**src/rtl/datapath_mux_arb_if.sv**
```systemverilog
// Bundle of the per-channel input handshakes, the explicit select and the registered output
// handshake shared by the producers, the arbiter and the consumer.
interface datapath_mux_arb_if #(
   parameter int unsigned WIDTH     = 8,
   parameter int unsigned CHANNELS  = 4,
   parameter int unsigned SEL_WIDTH = 2
);
   logic [CHANNELS*WIDTH-1:0] in_data;
   logic [CHANNELS-1:0]       in_valid;
   logic [CHANNELS-1:0]       in_ready;
   logic [SEL_WIDTH-1:0]      sel;
   logic [WIDTH-1:0]          out_data;
   logic [SEL_WIDTH-1:0]      out_chan;
   logic                      out_valid;
   logic                      out_ready;

   modport master (
      output in_data, in_valid, sel, out_ready,
      input  in_ready, out_data, out_chan, out_valid
   );

   modport slave (
      input  in_data, in_valid, sel, out_ready,
      output in_ready, out_data, out_chan, out_valid
   );
endinterface

```
**src/rtl/datapath_mux_arb.sv**
```systemverilog
// N-channel valid/ready multiplexer with fixed-priority, round-robin or explicit-select
// arbitration feeding a single registered output stage.
module datapath_mux_arb #(
   parameter int unsigned WIDTH     = 8,
   parameter int unsigned CHANNELS  = 4,
   parameter int unsigned SEL_WIDTH = 2,
   parameter int unsigned MODE      = 1
) (
   input logic                clk,
   input logic                rst_n,
   datapath_mux_arb_if.slave  bus
);
   logic [WIDTH-1:0]     r_out_data;
   logic [SEL_WIDTH-1:0] r_out_chan;
   logic                 r_out_valid;
   logic [SEL_WIDTH-1:0] r_ptr;

   logic                 w_load_ok;
   logic                 w_hit;
   logic                 w_xfer;
   logic [SEL_WIDTH-1:0] w_gidx;
   logic [CHANNELS-1:0]  w_grant;
   logic [WIDTH-1:0]     w_sel_data;
   int unsigned          w_best;
   int unsigned          w_dist;

   assign w_load_ok = !r_out_valid || bus.out_ready;

   // Round-robin picks the valid channel at the smallest upward distance from the pointer.
   always_comb begin
      w_hit  = 1'b0;
      w_gidx = '0;
      w_best = CHANNELS;
      w_dist = 0;
      for (int unsigned i = 0; i < CHANNELS; i++) begin
         if (MODE == 0) begin
            if (!w_hit && bus.in_valid[i]) begin
               w_hit  = 1'b1;
               w_gidx = SEL_WIDTH'(i);
            end
         end else if (MODE == 1) begin
            w_dist = (i + CHANNELS - 32'(r_ptr)) % CHANNELS;
            if (bus.in_valid[i] && (w_dist < w_best)) begin
               w_best = w_dist;
               w_hit  = 1'b1;
               w_gidx = SEL_WIDTH'(i);
            end
         end else begin
            if ((32'(bus.sel) == i) && bus.in_valid[i]) begin
               w_hit  = 1'b1;
               w_gidx = SEL_WIDTH'(i);
            end
         end
      end
   end

   always_comb begin
      w_grant    = '0;
      w_sel_data = '0;
      for (int unsigned i = 0; i < CHANNELS; i++) begin
         if (w_hit && (w_gidx == SEL_WIDTH'(i))) begin
            w_grant[i] = 1'b1;
            w_sel_data = bus.in_data[i*WIDTH +: WIDTH];
         end
      end
   end

   assign w_xfer       = w_hit && w_load_ok;
   assign bus.in_ready = rst_n ? (w_grant & {CHANNELS{w_load_ok}}) : '0;

   always_ff @(posedge clk or negedge rst_n) begin
      if (!rst_n) begin
         r_out_data  <= '0;
         r_out_chan  <= '0;
         r_out_valid <= 1'b0;
         r_ptr       <= '0;
      end else if (w_xfer) begin
         r_out_data  <= w_sel_data;
         r_out_chan  <= w_gidx;
         r_out_valid <= 1'b1;
         if (MODE == 1) begin
            r_ptr <= (w_gidx == SEL_WIDTH'(CHANNELS - 1)) ? '0 : w_gidx + 1'b1;
         end
      end else if (bus.out_ready) begin
         r_out_valid <= 1'b0;
      end
   end

   assign bus.out_data  = r_out_data;
   assign bus.out_chan  = r_out_chan;
   assign bus.out_valid = r_out_valid;
endmodule
```
**src/flat_wrapper.sv**
```systemverilog
// flat-port wrapper written by rule: the top's interface ports become plain ports
module datapath_mux_arb_flat 
#(
   parameter int unsigned WIDTH     = 8,
   parameter int unsigned CHANNELS  = 4,
   parameter int unsigned SEL_WIDTH = 2,
   parameter int unsigned MODE      = 1
)
  (clk, rst_n, bus_in_data, bus_in_valid, bus_sel, bus_out_ready, bus_in_ready, bus_out_data, bus_out_chan, bus_out_valid);
  datapath_mux_arb_if #(.WIDTH(WIDTH), .CHANNELS(CHANNELS), .SEL_WIDTH(SEL_WIDTH)) bus_i ();
  input logic clk;
  input logic rst_n;
  input wire logic [$bits(bus_i.in_data)-1:0] bus_in_data;
  input wire logic [$bits(bus_i.in_valid)-1:0] bus_in_valid;
  input wire logic [$bits(bus_i.sel)-1:0] bus_sel;
  input wire logic [$bits(bus_i.out_ready)-1:0] bus_out_ready;
  output wire logic [$bits(bus_i.in_ready)-1:0] bus_in_ready;
  output wire logic [$bits(bus_i.out_data)-1:0] bus_out_data;
  output wire logic [$bits(bus_i.out_chan)-1:0] bus_out_chan;
  output wire logic [$bits(bus_i.out_valid)-1:0] bus_out_valid;
  assign bus_i.in_data = bus_in_data;
  assign bus_i.in_valid = bus_in_valid;
  assign bus_i.sel = bus_sel;
  assign bus_i.out_ready = bus_out_ready;
  assign bus_in_ready = bus_i.in_ready;
  assign bus_out_data = bus_i.out_data;
  assign bus_out_chan = bus_i.out_chan;
  assign bus_out_valid = bus_i.out_valid;
  datapath_mux_arb #(.WIDTH(WIDTH), .CHANNELS(CHANNELS), .SEL_WIDTH(SEL_WIDTH), .MODE(MODE)) u_core (.clk(clk), .rst_n(rst_n), .bus(bus_i));
endmodule
```
**config.mk**
```make
export PLATFORM = sky130hd
export DESIGN_NAME = datapath_mux_arb_flat
export DESIGN_NICKNAME = d
export VERILOG_FILES = /design/src/rtl/datapath_mux_arb_if.sv /design/src/rtl/datapath_mux_arb.sv /design/src/flat_wrapper.sv
export SDC_FILE = /design/constraint.sdc
export NUM_CORES = 1
export LEC_CHECK = 0
export BUFFER_PORTS_ARGS = -buffer_cell sky130_fd_sc_hd__buf_2
export CAP_MARGIN = 0
export CELL_PAD_IN_SITES_DETAIL_PLACEMENT = 0
export CELL_PAD_IN_SITES_GLOBAL_PLACEMENT = 2
export CORE_ASPECT_RATIO = 1.1
export CORE_MARGIN = 2
export CORE_UTILIZATION = 24
export CTS_CLUSTER_DIAMETER = 80
export DETAILED_ROUTE_END_ITERATION = 12
export GPL_ROUTABILITY_DRIVEN = 0
export HOLD_SLACK_MARGIN = 0.06
export PLACE_DENSITY_LB_ADDON = 0.1
export REMOVE_ABC_BUFFERS = 1
export SYNTH_ARGS = -nofsm -noshare
export SYNTH_HDL_FRONTEND = slang
export SYNTH_SLANG_ARGS = --single-unit
```
**constraint.sdc**
```tcl
create_clock -name clk -period 4.25 [get_ports clk]
set_input_delay 0.425 -clock clk [delete_from_list [all_inputs] [get_ports clk]]
set_output_delay 0.425 -clock clk [all_outputs]
set_load 0.03 [all_outputs]
```
# ---- Word-level counts from Yosys, hierarchy flattened
# Cells that the tools add are included.
dict set report word_totals {
  word_cells 52
  inputBits 41
  register_bits 13
  out_inout_bits 15
}
dict set report op_classes {
  eq_ne 3
  n_reduce_logical 13
  magnitude_cmp 4
  bitwise 1
  n_mux 22
  n_addsub 5
}
# operator count
set ops {}
lappend ops {{$mux W8} 4}
lappend ops {{$mux W1} 11}
lappend ops {{$logic_and A1 B1 Y1} 9}
lappend ops {{$lt A2 B3 Y1} 3}
lappend ops {{$mux W3} 3}
lappend ops {{$mux W2} 3}
lappend ops {{$and A4 B4 Y4} 1}
lappend ops {{$eq A2 B2 Y1 const B} 2}
lappend ops {{$mux W4} 1}
lappend ops {{$sub A1 B2 Y2 const A} 2}
lappend ops {{$sub A2 B2 Y2 const A} 2}
lappend ops {{$lt A2 B3 Y1 const B} 1}
lappend ops {{$add A2 B1 Y2 const B} 1}
lappend ops {{$eq A2 B1 Y1 const B} 1}
lappend ops {{$logic_not A2 Y1} 1}
lappend ops {{$reduce_bool A2 Y1} 1}
lappend ops {{$logic_not A1 Y1} 1}
lappend ops {{$logic_or A1 B1 Y1} 1}

# ---- Logic depth before layout (Yosys ltp)
# Gate-level depths: netlist (run 1).
dict set report logic_depth {
  ltp_word 19
  ltp_mapped 19
}

# ---- Worst setup path after synthesis (run 1)
# Ideal clock, no wire load.
dict set report synth_timing {
  kind {in2out}
  startpoint {input bus_in_valid[0]}
  endpoint {output bus_in_ready[0]}
  cell_stages 14
  arrival_time_ns 3.432
  slack_ns 0.393
  cell_sequence {buf_2 -> o21ai_0 -> o21ai_0 -> ha_1 -> o22ai_1 -> o21ai_0 -> a21o_1 -> ha_1 -> a311oi_4 -> a21o_1 -> buf_6 -> nor2_1 -> ha_1 -> nor3b_1}
}
dict set report synth_between {
  elab_chain_len 16
  word_cells_on_any_way 22
  classes_between {3 x order compare; 12 x mux; 1 x bitwise; 6 x reduce/logical}
}
# item line_no
set synth_rtl {}
lappend synth_rtl {{start: declaration} flat_wrapper.sv:14} ;# input wire logic [$bits(bus_i.in_valid)-1:0] bus_in_valid;
lappend synth_rtl {{$logic_and A1 B1 Y1 *} datapath_mux_arb.sv:43} ;# if (bus.in_valid[i] && (w_dist < w_best)) begin
lappend synth_rtl {{$mux W3} datapath_mux_arb.sv:43}
lappend synth_rtl {{$lt A2 B3 Y1} datapath_mux_arb.sv:43}
lappend synth_rtl {{$logic_and A1 B1 Y1} datapath_mux_arb.sv:43}
lappend synth_rtl {{$mux W3} datapath_mux_arb.sv:43}
lappend synth_rtl {{$lt A2 B3 Y1} datapath_mux_arb.sv:43}
lappend synth_rtl {{$logic_and A1 B1 Y1} datapath_mux_arb.sv:43}
lappend synth_rtl {{$mux W3} datapath_mux_arb.sv:43}
lappend synth_rtl {{$lt A2 B3 Y1} datapath_mux_arb.sv:43}
lappend synth_rtl {{$logic_and A1 B1 Y1} datapath_mux_arb.sv:43}
lappend synth_rtl {{$mux W2} datapath_mux_arb.sv:43}
lappend synth_rtl {{$logic_not A2 Y1} datapath_mux_arb.sv:61} ;# if (w_hit && (w_gidx == SEL_WIDTH'(i))) begin
lappend synth_rtl {{$logic_and A1 B1 Y1 *} datapath_mux_arb.sv:61}
lappend synth_rtl {{$mux W1 *} datapath_mux_arb.sv:61}
lappend synth_rtl {{$and A4 B4 Y4 *} datapath_mux_arb.sv:69} ;# assign bus.in_ready = rst_n ? (w_grant & {CHANNELS{w_load_ok}}) : '0;
lappend synth_rtl {{$mux W4 *} datapath_mux_arb.sv:69}
lappend synth_rtl {{end: declaration} flat_wrapper.sv:17} ;# output wire logic [$bits(bus_i.in_ready)-1:0] bus_in_ready;
# Mark *: on every way between the ends. The rest lies on a longest branch, timed or not.

# ---- Worst setup path in the final report (run 1)
dict set report layout_timing {
  startpoint {register u_core.r_ptr[1]}
  endpoint {output bus_in_ready[0]}
}
dict set report layout_between {
  elab_chain_len 18
  word_cells_on_any_way 27
  classes_between {4 x add/sub; 4 x order compare; 12 x mux; 1 x bitwise; 6 x reduce/logical}
}
# item line_no
set layout_rtl {}
lappend layout_rtl {{start: declaration} datapath_mux_arb.sv:16} ;# logic [SEL_WIDTH-1:0] r_ptr;
lappend layout_rtl {{start signal: assignment} datapath_mux_arb.sv:82} ;# r_ptr <= (w_gidx == SEL_WIDTH'(CHANNELS - 1)) ? '0 : w_gidx + 1'b1;
lappend layout_rtl {{$sub A1 B2 Y2} datapath_mux_arb.sv:42} ;# w_dist = (i + CHANNELS - 32'(r_ptr)) % CHANNELS;
lappend layout_rtl {{$lt A2 B3 Y1} datapath_mux_arb.sv:43}
lappend layout_rtl {{$logic_and A1 B1 Y1} datapath_mux_arb.sv:43}
lappend layout_rtl {{$mux W3} datapath_mux_arb.sv:43}
lappend layout_rtl {{$lt A2 B3 Y1} datapath_mux_arb.sv:43}
lappend layout_rtl {{$logic_and A1 B1 Y1} datapath_mux_arb.sv:43}
lappend layout_rtl {{$mux W3} datapath_mux_arb.sv:43}
lappend layout_rtl {{$lt A2 B3 Y1} datapath_mux_arb.sv:43}
lappend layout_rtl {{(+2 left out)} n/a}
lappend layout_rtl {{$lt A2 B3 Y1} datapath_mux_arb.sv:43}
lappend layout_rtl {{$logic_and A1 B1 Y1} datapath_mux_arb.sv:43}
lappend layout_rtl {{$mux W2} datapath_mux_arb.sv:43}
lappend layout_rtl {{$logic_not A2 Y1} datapath_mux_arb.sv:61}
lappend layout_rtl {{$logic_and A1 B1 Y1 *} datapath_mux_arb.sv:61}
lappend layout_rtl {{$mux W1 *} datapath_mux_arb.sv:61}
lappend layout_rtl {{$and A4 B4 Y4 *} datapath_mux_arb.sv:69}
lappend layout_rtl {{$mux W4 *} datapath_mux_arb.sv:69}
# Marks and branches as above.

==> metrics, run 1 <==
routed wire length=4.06 mm; slowest stage delay, CP=0.45 ns; DRC=0; vias post-DR=1246; core area=4620 um2; Hold Buf Count CTS=0; reg2reg setup slack=0.55 ns; P_sw=0.603 mW; combinational share of power=72.8%; Period minus WS final=3.95 ns; Yosys reg bits=13; critical path type=flop to primary output; clk_lat worst skew=0.25 ns; count of final setup violators=0; diode count=0; Power Total=1.21 mW; r2r worst-path depth=19; Reg power frac=17.6%; crit path from=u_core.r_ptr[1]; YS warnings=0; HPWL Detailed=3.08 mm; final setup TNS=0 ns; Routed Antenna Nets=0; fraction of layout cells with a size suffix above 1=36.6%; Rel. slew slack=49.1%; RSZ-0062 raised after global routing=no; most frequent CP cell=ha_1; synth top area cells=dfrtp_1 28%, nand2_1 6.5%, o21ai_0 4.8%, a2bb2oi_1 4.6%, a21oi_1 4.3%; DIE AREA=5370 um2; Setup crit start kind=flop; cell accounting for the most synthesized area=dfrtp_1; gr usage total=15.6%; Worst Skew=0.00476 ns; Pwr Density=796 nW/um2; Int Pwr=0.602 mW; Post-synth EDFFs=0; synthesized area=1150 um2; Die X=70.1 um; Initial Utilization=24.9%; Max Root-Sink Buffers=2; number of port buffers=53; final period utilization=92.9%; Worst EP required=3.83 ns; top-area cell type share of the netlist area=28.2%; Final #Nets=240; H-tree levels=1; Rows=26; Max Slew Vio Count=0; first-pass GRT wire length=6.56 mm; hold crit path type=input pin to asynchronous set/reset pin; Resize count post-CTS=0; postcts setup bufs=0; actual slew at the worst max-slew pin=0.757 ns; hold_ws=0.0833 ns; Critical Path, Cell by Cell=inv_1, o21ai_0, o21ai_1, ha_1, o22ai_1, o21ai_0, nor2_1, a21o_1, ha_1, a311oi_4, a21oi_2, o21ai_2, inv_1, ha_1, nor3b_1, buf_2; worst-path fanout max=6; WL/cell=16.3 um; Seq/Total Area, Yosys=28.2%; vias in the first global route=1275; root buffer cell=clkbuf_8; Static Leak=0.718 nW; worst path bufs/invs=3; Vias/cell=4.98; area delta synth->final=31.4%; Crit path max-delay family=compound AO/OA/AOI/OAI gates; Main synth FF type=dfrtp_1; mean cell area of the mapped netlist=8.12 um2; pin count of the biggest net entering global routing=16; Num CTS Buffers=3; Fmax=253 MHz; total clock sinks=13; CP Capture Point=bus_in_ready[0]; clock network fraction of design power=9.6%; CP endpoint kind=primary output; Worst-path clk slew=0.06 ns; I/O Pins=56; switching share of total power=50.0%; status=finished, final reports clean; initial antenna violation count=0; 1st-iter DRT viols=50; Overflow after GRT=0; RR Startpoint=u_core.r_ptr[1]; crit path DAT=3.52 ns; Max IR drop VDD=0.236 mV; fraction of registers with async set/reset=100%; Fin. Hold Viols=0; DRT Pass-1 Iters=4; post-synthesis cell type count=39; DIE HEIGHT=76.7 um; # Max-Cap Violations=0; worst reg2reg path endpoint=u_core.bus.out_data[4]; Slowest-stage cell, CP=dfrtp_1; Levels on crit path=16; Post-Syn Instances=142; TritonCTS clock tree=done
## cells in the mapped netlist, types with 2 or more instances
library cell	instances
nand3_1	8
a21o_1	3
buf_6	3
nor3b_1	3
ha_1	4
inv_1	6
o22ai_1	2
o311ai_1	5
nor3_1	2
nand2_1	20
o21ai_0	11
nor2b_1	8
dfrtp_1	13
clkbuf_1	4
and3_1	3
nand2b_1	2
a21oi_1	10
nor2_1	7
a2bb2oi_1	6
buf_2	2
nor4_1	2
## layout by cell type, fill, tap and decap left out, drive strengths merged, types with 4 or more instances in the layout
master,netlist,layout
a21oi,10,10
a2bb2oi,6,6
buf,5,57
clkbuf,4,4
dfrtp,13,13
ha,4,4
inv,6,6
nand2,20,20
nand3,8,8
nor2,8,8
nor2b,8,8
o21ai,11,11
o311ai,6,6
## per-layer routing
layer	vias up	part of all wire, %	track usage [%]
met5	-	0	0
met4	0	2.1	5.77
met3	7	5.6	2.89
met2	42	48	26.6
met1	578	45	19.4
li1	619	-	-
## logic make-up after synthesis
kind of cell,count (synthesis),share of synthesized area (%)
flip-flops,13,28.2
AO/OA/AOI/OAI,48,32.0
buffers and inverters,15,7.06
XOR/XNOR,1,0.760
AND/OR/NAND/NOR,61,27.6
adder cells (fa/ha/maj),4,4.34
## worst min path at each step
| stage | to | slack [ns] |
|---|---|---|
| after floorplan | u_core.bus.out_chan[0] | 0.13 |
| after global routing | u_core.bus.out_chan[1] | 0.10 |
| after CTS | u_core.bus.out_data[5] | 0.09 |
| after detailed placement | u_core.bus.out_data[4] | 0.36 |
| after global placement | u_core.bus.out_chan[1] | 0.35 |
| final | u_core.bus.out_data[4] | 0.08 |
## power by group through the flow
stage	registers (mW)	logic, mW	clock network, mW
detailed placement	0.215	0.871	0
global route	0.221	0.963	0.128
floorplan	0.310	0.517	0
global placement	0.215	0.861	0
CTS	0.213	0.874	0.121
finish	0.212	0.877	0.116
## stage by stage
| stage | cells | setup slack, ns | cell area, um2 | utilization, % |
|---|---|---|---|---|
| after floorplan | 133 | 0.439 | 1090 | - |
| after global placement | 246 | 0.267 | 1460 | 31.6 |
| after detailed placement | 246 | 0.203 | 1460 | 31.6 |
| after CTS | 250 | 0.0178 | 1500 | 32.6 |
| after global routing | 250 | 0.0145 | 1510 | 32.8 |
| final | 250 | 0.302 | 1510 | 32.8 |
## sequential cells by signal (all words and copies together), names as in the netlist
signal,flops
u_core.bus.out_chan,2
u_core.bus.out_data,8
u_core.bus.out_valid,1
u_core.r_ptr,2
## cell type report
class	count	area (um2)
repair buffers	57	295
fillers	522	3110
clock buffers	4	45.0
flip-flops and latches	13	325
multi-input cells	114	756
inverters	6	22.5
well taps	56	70.1
Power figures use the tool's default switching activity.
==> run 2, diff against run 1 <==
HOLD_SLACK_MARGIN = 0.12   (was 0.06)
==> run 2 against run 1 <==
Effect of this change: die area is the same; worst hold slack gained 0.33 ns; first-iteration DRC count shrank 8.0%; critical endpoint unchanged; highest routed layer unchanged.
==> metrics, run 2 (synthesis gave the netlist of run 1 again) <==
status=finished, final reports clean (unchanged); Max Root-Sink Buffers=2 (unchanged); most frequent CP cell=ha_1 (unchanged); worst path bufs/invs=3 (unchanged); total clock sinks=13 (unchanged); Static Leak=0.722 nW (was 0.718 nW); Inst Count DP=246 (unchanged); Worst EP required=3.83 ns (about the same); routed wire length=4.10 mm (was 4.06 mm); # Max-Cap Violations=0 (unchanged); root buffer cell=clkbuf_8 (unchanged); count of final setup violators=0 (unchanged); RSZ-0062 raised after global routing=no (unchanged); Initial Utilization=24.9% (unchanged); pin count of the biggest net entering global routing=16 (unchanged); 1st-iter DRT viols=46 (was 50); actual slew at the worst max-slew pin=0.759 ns (was 0.757 ns); postcts setup bufs=0 (unchanged); most frequent cells in the layout=53 x buf_2, 20 x nand2_1, 13 x dfrtp_1, 9 x o21ai_0, 9 x a21oi_1 (unchanged); DRC=0 (unchanged); critical path type=flop to primary output (unchanged); DRT Pass-1 Iters=4 (unchanged); commonest non-fill, non-tap cell in the layout=buf_2 (unchanged); TritonCTS clock tree=done (unchanged); Rows=26 (unchanged); gr usage total=15.6% (unchanged); Fill cells=521 (was 522); I/O Pins=56 (unchanged); Worst Skew=0.00421 ns (was 0.00476 ns); diode count=0 (unchanged); DIE AREA=5370 um2 (unchanged); WL/cell=16.3 um (about the same); DIE HEIGHT=76.7 um (unchanged); Vias/cell=4.98 (about the same); Max Slew Vio Count=0 (unchanged); fin area=1520 um2 (was 1510 um2); Die X=70.1 um (unchanged); number of port buffers=53 (unchanged); hold_ws=0.410 ns (was 0.0833 ns); Final Util=33.0% (was 32.8%); Period minus WS final=3.94 ns (was 3.95 ns); hold crit path type=input pin to flop (was input pin to asynchronous set/reset pin); Setup crit start kind=flop (unchanged); Fin. Hold Viols=0 (unchanged); first-pass GRT wire length=6.56 mm (unchanged); Final #Nets=241 (was 240); clk_lat worst skew=0.25 ns (about the same); HPWL Detailed=3.08 mm (unchanged); Pwr Density=794 nW/um2 (was 796 nW/um2); final period utilization=92.7% (was 92.9%); final setup TNS=0 ns (unchanged); vias in the first global route=1275 (unchanged); Crit path max-delay family=compound AO/OA/AOI/OAI gates (unchanged); Critical Path, Cell by Cell=inv_1, o21ai_0, o21ai_1, ha_1, o22ai_1, o21ai_0, nor2_1, a21o_1, ha_1, a311oi_4, a21oi_2, o21ai_2, inv_1, ha_1, nor3b_1, buf_2 (unchanged); H-tree levels=1 (unchanged); core area=4620 um2 (unchanged); slowest stage delay, CP=0.44 ns (was 0.45 ns); Fmax=254 MHz (was 253 MHz); Num CTS Buffers=3 (unchanged); Routed Antenna Nets=0 (unchanged); placed cell areas=1460 um2 (unchanged); fraction of layout cells with a size suffix above 1=36.4% (was 36.6%); Rel. slew slack=49.0% (was 49.1%); Overflow after GRT=0 (unchanged); Worst-path clk slew=0.06 ns (about the same); Layout Cells excl Fill=251 (was 250); reg2reg setup slack=0.55 ns (about the same); Max IR drop VDD=0.238 mV (was 0.236 mV); worst-path fanout max=6 (unchanged); CP endpoint kind=primary output (unchanged); area delta synth->final=32.2% (was 31.4%); Slowest-stage cell, CP=dfrtp_1 (unchanged); max reg flops=8 (unchanged); crit path DAT=3.51 ns (was 3.52 ns); initial antenna violation count=0 (unchanged); vias post-DR=1249 (was 1246)
==> run 2: tightest hold or removal path, cell delays in order <==
cell and delay, ns:
buf_2 0.07, nand3_1 0.05, o311ai_1 0.07
==> run 2: layout make-up <==
cell class	count	area (um2)	share of cell area [%]
Multi-Input combinational cell	114	756	49.6
Timing Repair Buffer	58	305	20.0
Clock buffer	4	45.0	2.96
Inverter	6	22.5	1.48
Tap cell	56	70.1	4.60
Sequential cell	13	325	21.3
==> run 2: through the flow <==
step	setup slack (ns)	total power, mW
after global routing	0.0145	1.31
after detailed placement	0.203	1.09
final	0.311	1.21
after floorplan	0.439	0.827
after CTS	0.0178	1.21
after global placement	0.267	1.08
==> run 2: what timing repair did <==
action | 4_1_cts | 5_1_grt
endpoints found under the hold margin | 13 | 0
gates resized for setup | 0 | 5
hold buffers | 1 | 0
endpoints found under the setup margin | 0 | 2
==> run 2: path summary, 6_finish.rpt <==
path | start | to | depth (start not counted)
max | u_core.r_ptr[1] | bus_in_ready[0] | 16
min | bus_in_data[24] | u_core.bus.out_data[0] | 3
max reg2reg | u_core.r_ptr[1] | u_core.bus.out_data[4] | 19
min reg2reg | u_core.bus.out_data[1] | u_core.bus.out_data[1] | 2
max in group asynchronous | rst_n | u_core.bus.out_data[2] | 2
min in group asynchronous | rst_n | u_core.bus.out_chan[1] | 2
==> run 2: per-layer routing <==
metal	vias up	GRT usage (%)	share of wire, %	routed length, um
met5	-	0	0	0
met4	0	5.77	2.0	83
met3	7	2.76	5.9	241
met2	41	26.6	48	1970
met1	581	19.5	44	1810
li1	620	-	-	-
==> run 2: where the power goes <==
| part | switching [mW] | total [mW] | leakage, nW | internal, mW |
|---|---|---|---|---|
| clock | 0.0497 | 0.116 | 0.0228 | 0.0664 |
| combinational | 0.525 | 0.882 | 0.543 | 0.357 |
| sequential | 0.0319 | 0.212 | 0.156 | 0.180 |
| total | 0.607 | 1.21 | 0.722 | 0.603 |
==> run 3, diff against run 2 <==
CORE_ASPECT_RATIO = 0.7   (was 1.1)
==> run 3 against run 2 <==
Effect of this change: flip-flop and latch count did not move; cell count did not move; core utilization fell by 0.72 points; global-route usage fell by 1.6 points; sequential share of layout area rose by 0.088 points; critical path type unchanged; largest power group unchanged.
==> metrics, run 3 (synthesis gave the netlist of run 1 again) <==
status=finished, final reports clean (unchanged); Worst EP required=3.83 ns (about the same); P_sw=0.606 mW (was 0.607 mW); Vias/cell=4.91 (was 4.98); Pwr Density=796 nW/um2 (was 794 nW/um2); fin area=1520 um2 (about the same); Rows=21 (was 26); total clock sinks=13 (unchanged); Fmax=251 MHz (was 254 MHz); final period utilization=93.8% (was 92.7%); pin count of the biggest net entering global routing=16 (unchanged); DRT Pass-1 Iters=4 (unchanged); Critical Path, Cell by Cell=inv_1, o21ai_0, o21ai_0, ha_1, o22ai_1, o21ai_1, a21o_1, ha_1, a311oi_4, a21oi_2, o21ai_2, inv_1, ha_1, nor3b_1, buf_2 (was inv_1, o21ai_0, o21ai_1, ha_1, o22ai_1, o21ai_0, nor2_1, a21o_1, ha_1, a311oi_4, a21oi_2, o21ai_2, inv_1, ha_1, nor3b_1, buf_2); first-pass GRT wire length=5.62 mm (was 6.56 mm); Routed Antenna Nets=0 (unchanged); # Max-Cap Violations=0 (unchanged); Num CTS Buffers=3 (unchanged); Max Root-Sink Buffers=2 (unchanged); Final #Nets=240 (was 241); area delta synth->final=31.7% (was 32.2%); I/O Pins=56 (unchanged); most frequent cells in the layout=53 x buf_2, 20 x nand2_1, 13 x dfrtp_1, 9 x o21ai_0, 9 x a21oi_1 (unchanged); CP endpoint kind=primary output (unchanged); Worst-path clk slew=0.06 ns (about the same); RSZ-0062 raised after global routing=no (unchanged); Rel. slew slack=46.1% (was 49.0%); Setup crit start kind=flop (unchanged); fin worst setup slack=0.262 ns (was 0.311 ns); Worst Skew=0.00447 ns (was 0.00421 ns); placed cell areas=1450 um2 (was 1460 um2); root buffer cell=clkbuf_8 (unchanged); Fill cells=508 (was 521); clock network fraction of design power=9.3% (was 9.6%); DIE AREA=5380 um2 (was 5370 um2); DIE HEIGHT=62.0 um (was 76.7 um); Storage cell area=325 um2 (unchanged); worst-path fanout max=6 (unchanged); area of the multi-input gates=756 um2 (unchanged); slowest stage delay, CP=0.45 ns (was 0.44 ns); hold crit path type=input pin to flop (unchanged); most frequent CP cell=ha_1 (unchanged); 1st-iter DRT viols=53 (was 46); TritonCTS clock tree=done (unchanged); hold_ws=0.416 ns (was 0.410 ns); actual slew at the worst max-slew pin=0.800 ns (was 0.759 ns); max reg flops=8 (unchanged); initial antenna violation count=0 (unchanged); Max Slew Vio Count=0 (unchanged); critical path type=flop to primary output (unchanged); crit path DAT=3.56 ns (was 3.51 ns); gr usage total=13.9% (was 15.6%); Power Total=1.21 mW (about the same); fraction of layout cells with a size suffix above 1=36.1% (was 36.4%); diode count=0 (unchanged); vias post-DR=1232 (was 1249); Setup WS pre-CTS=0.130 ns (was 0.203 ns); HPWL Detailed=3.01 mm (was 3.08 mm); H-tree levels=1 (unchanged); Overflow after GRT=0 (unchanged); core area=4700 um2 (was 4620 um2); vias in the first global route=1081 (was 1275); WL/cell=14.9 um (was 16.3 um); commonest non-fill, non-tap cell in the layout=buf_2 (unchanged); Period minus WS final=3.99 ns (was 3.94 ns); Slowest-stage cell, CP=dfrtp_1 (unchanged); Int Pwr=0.602 mW (was 0.603 mW); Fin. Hold Viols=0 (unchanged); combinational share of power=73.0% (was 72.9%); Die X=86.8 um (was 70.1 um); clk_lat worst skew=0.24 ns (was 0.25 ns); Reg power frac=17.7% (was 17.5%); Static Leak=0.715 nW (was 0.722 nW); Initial Utilization=24.5% (was 24.9%); final setup TNS=0 ns (unchanged); routed wire length=3.75 mm (was 4.10 mm); count of final setup violators=0 (unchanged); Max IR drop VDD=0.194 mV (was 0.238 mV); switching share of total power=50.2% (was 50.1%); number of port buffers=53 (unchanged); DRC=0 (unchanged)
## run 3: metal layers
metal | global-route usage (%) | vias to the layer above | share of wire [%]
li1 | - | 623 | -
met4 | 4.02 | 0 | 0.64
met3 | 2.11 | 2 | 5.7
met5 | 0 | - | 0
met1 | 22.6 | 565 | 55
met2 | 18.4 | 42 | 38
## run 3: final timing paths
kind                                        start                     end  slack (ns)  cells past startpoint
max in group asynchronous                   rst_n  u_core.bus.out_data[3]        3.39                      2
max                               u_core.r_ptr[1]         bus_in_ready[0]        0.26                     15
min                               bus_in_data[30]  u_core.bus.out_data[6]        0.42                      3
max reg2reg                       u_core.r_ptr[1]  u_core.bus.out_data[4]        0.45                     17
min reg2reg                u_core.bus.out_chan[1]  u_core.bus.out_chan[1]        0.47                      2
min in group asynchronous                   rst_n  u_core.bus.out_data[4]        0.61                      2
## run 3: timing repair
item	CTS	global route
hold endpoints to repair	13	0
hold buffers	1	0
buffers inserted	0	0
resized for setup	1	4
setup endpoints to repair	1	5
pin swaps	0	0
gates cloned	0	0
## run 3: metrics by stage
stage,utilization [%],instances
global placement,30.9,246
floorplan,-,133
global route,32.3,251
CTS,32.1,251
detailed placement,30.9,246
finish,32.3,251
## run 3: critical path: cells and delay by family (launching register included)
kind | cells | cell delay (ns)
AO/OA/AOI/OAI | 8 | 1.39
adder cells (fa/ha/maj) | 3 | 0.88
flip-flops | 1 | 0.45
buffers and inverters | 3 | 0.44
AND/OR/NAND/NOR | 1 | 0.16
## run 3: layout make-up
class                   instances  area share, %
repair buffers                 57           19.6
well taps                      57           4.70
clock buffers                   4           2.97
multi-input cells             114           49.8
flip-flops and latches         13           21.4
inverters                       6           1.48
## run 3: power groups by stage
stage / logic, mW / registers, mW / clock network (mW)
finish: 0.881 / 0.214 / 0.112
global route: 0.976 / 0.224 / 0.119
CTS: 0.875 / 0.215 / 0.116
detailed placement: 0.872 / 0.216 / 0
global placement: 0.864 / 0.214 / 0
floorplan: 0.517 / 0.310 / 0
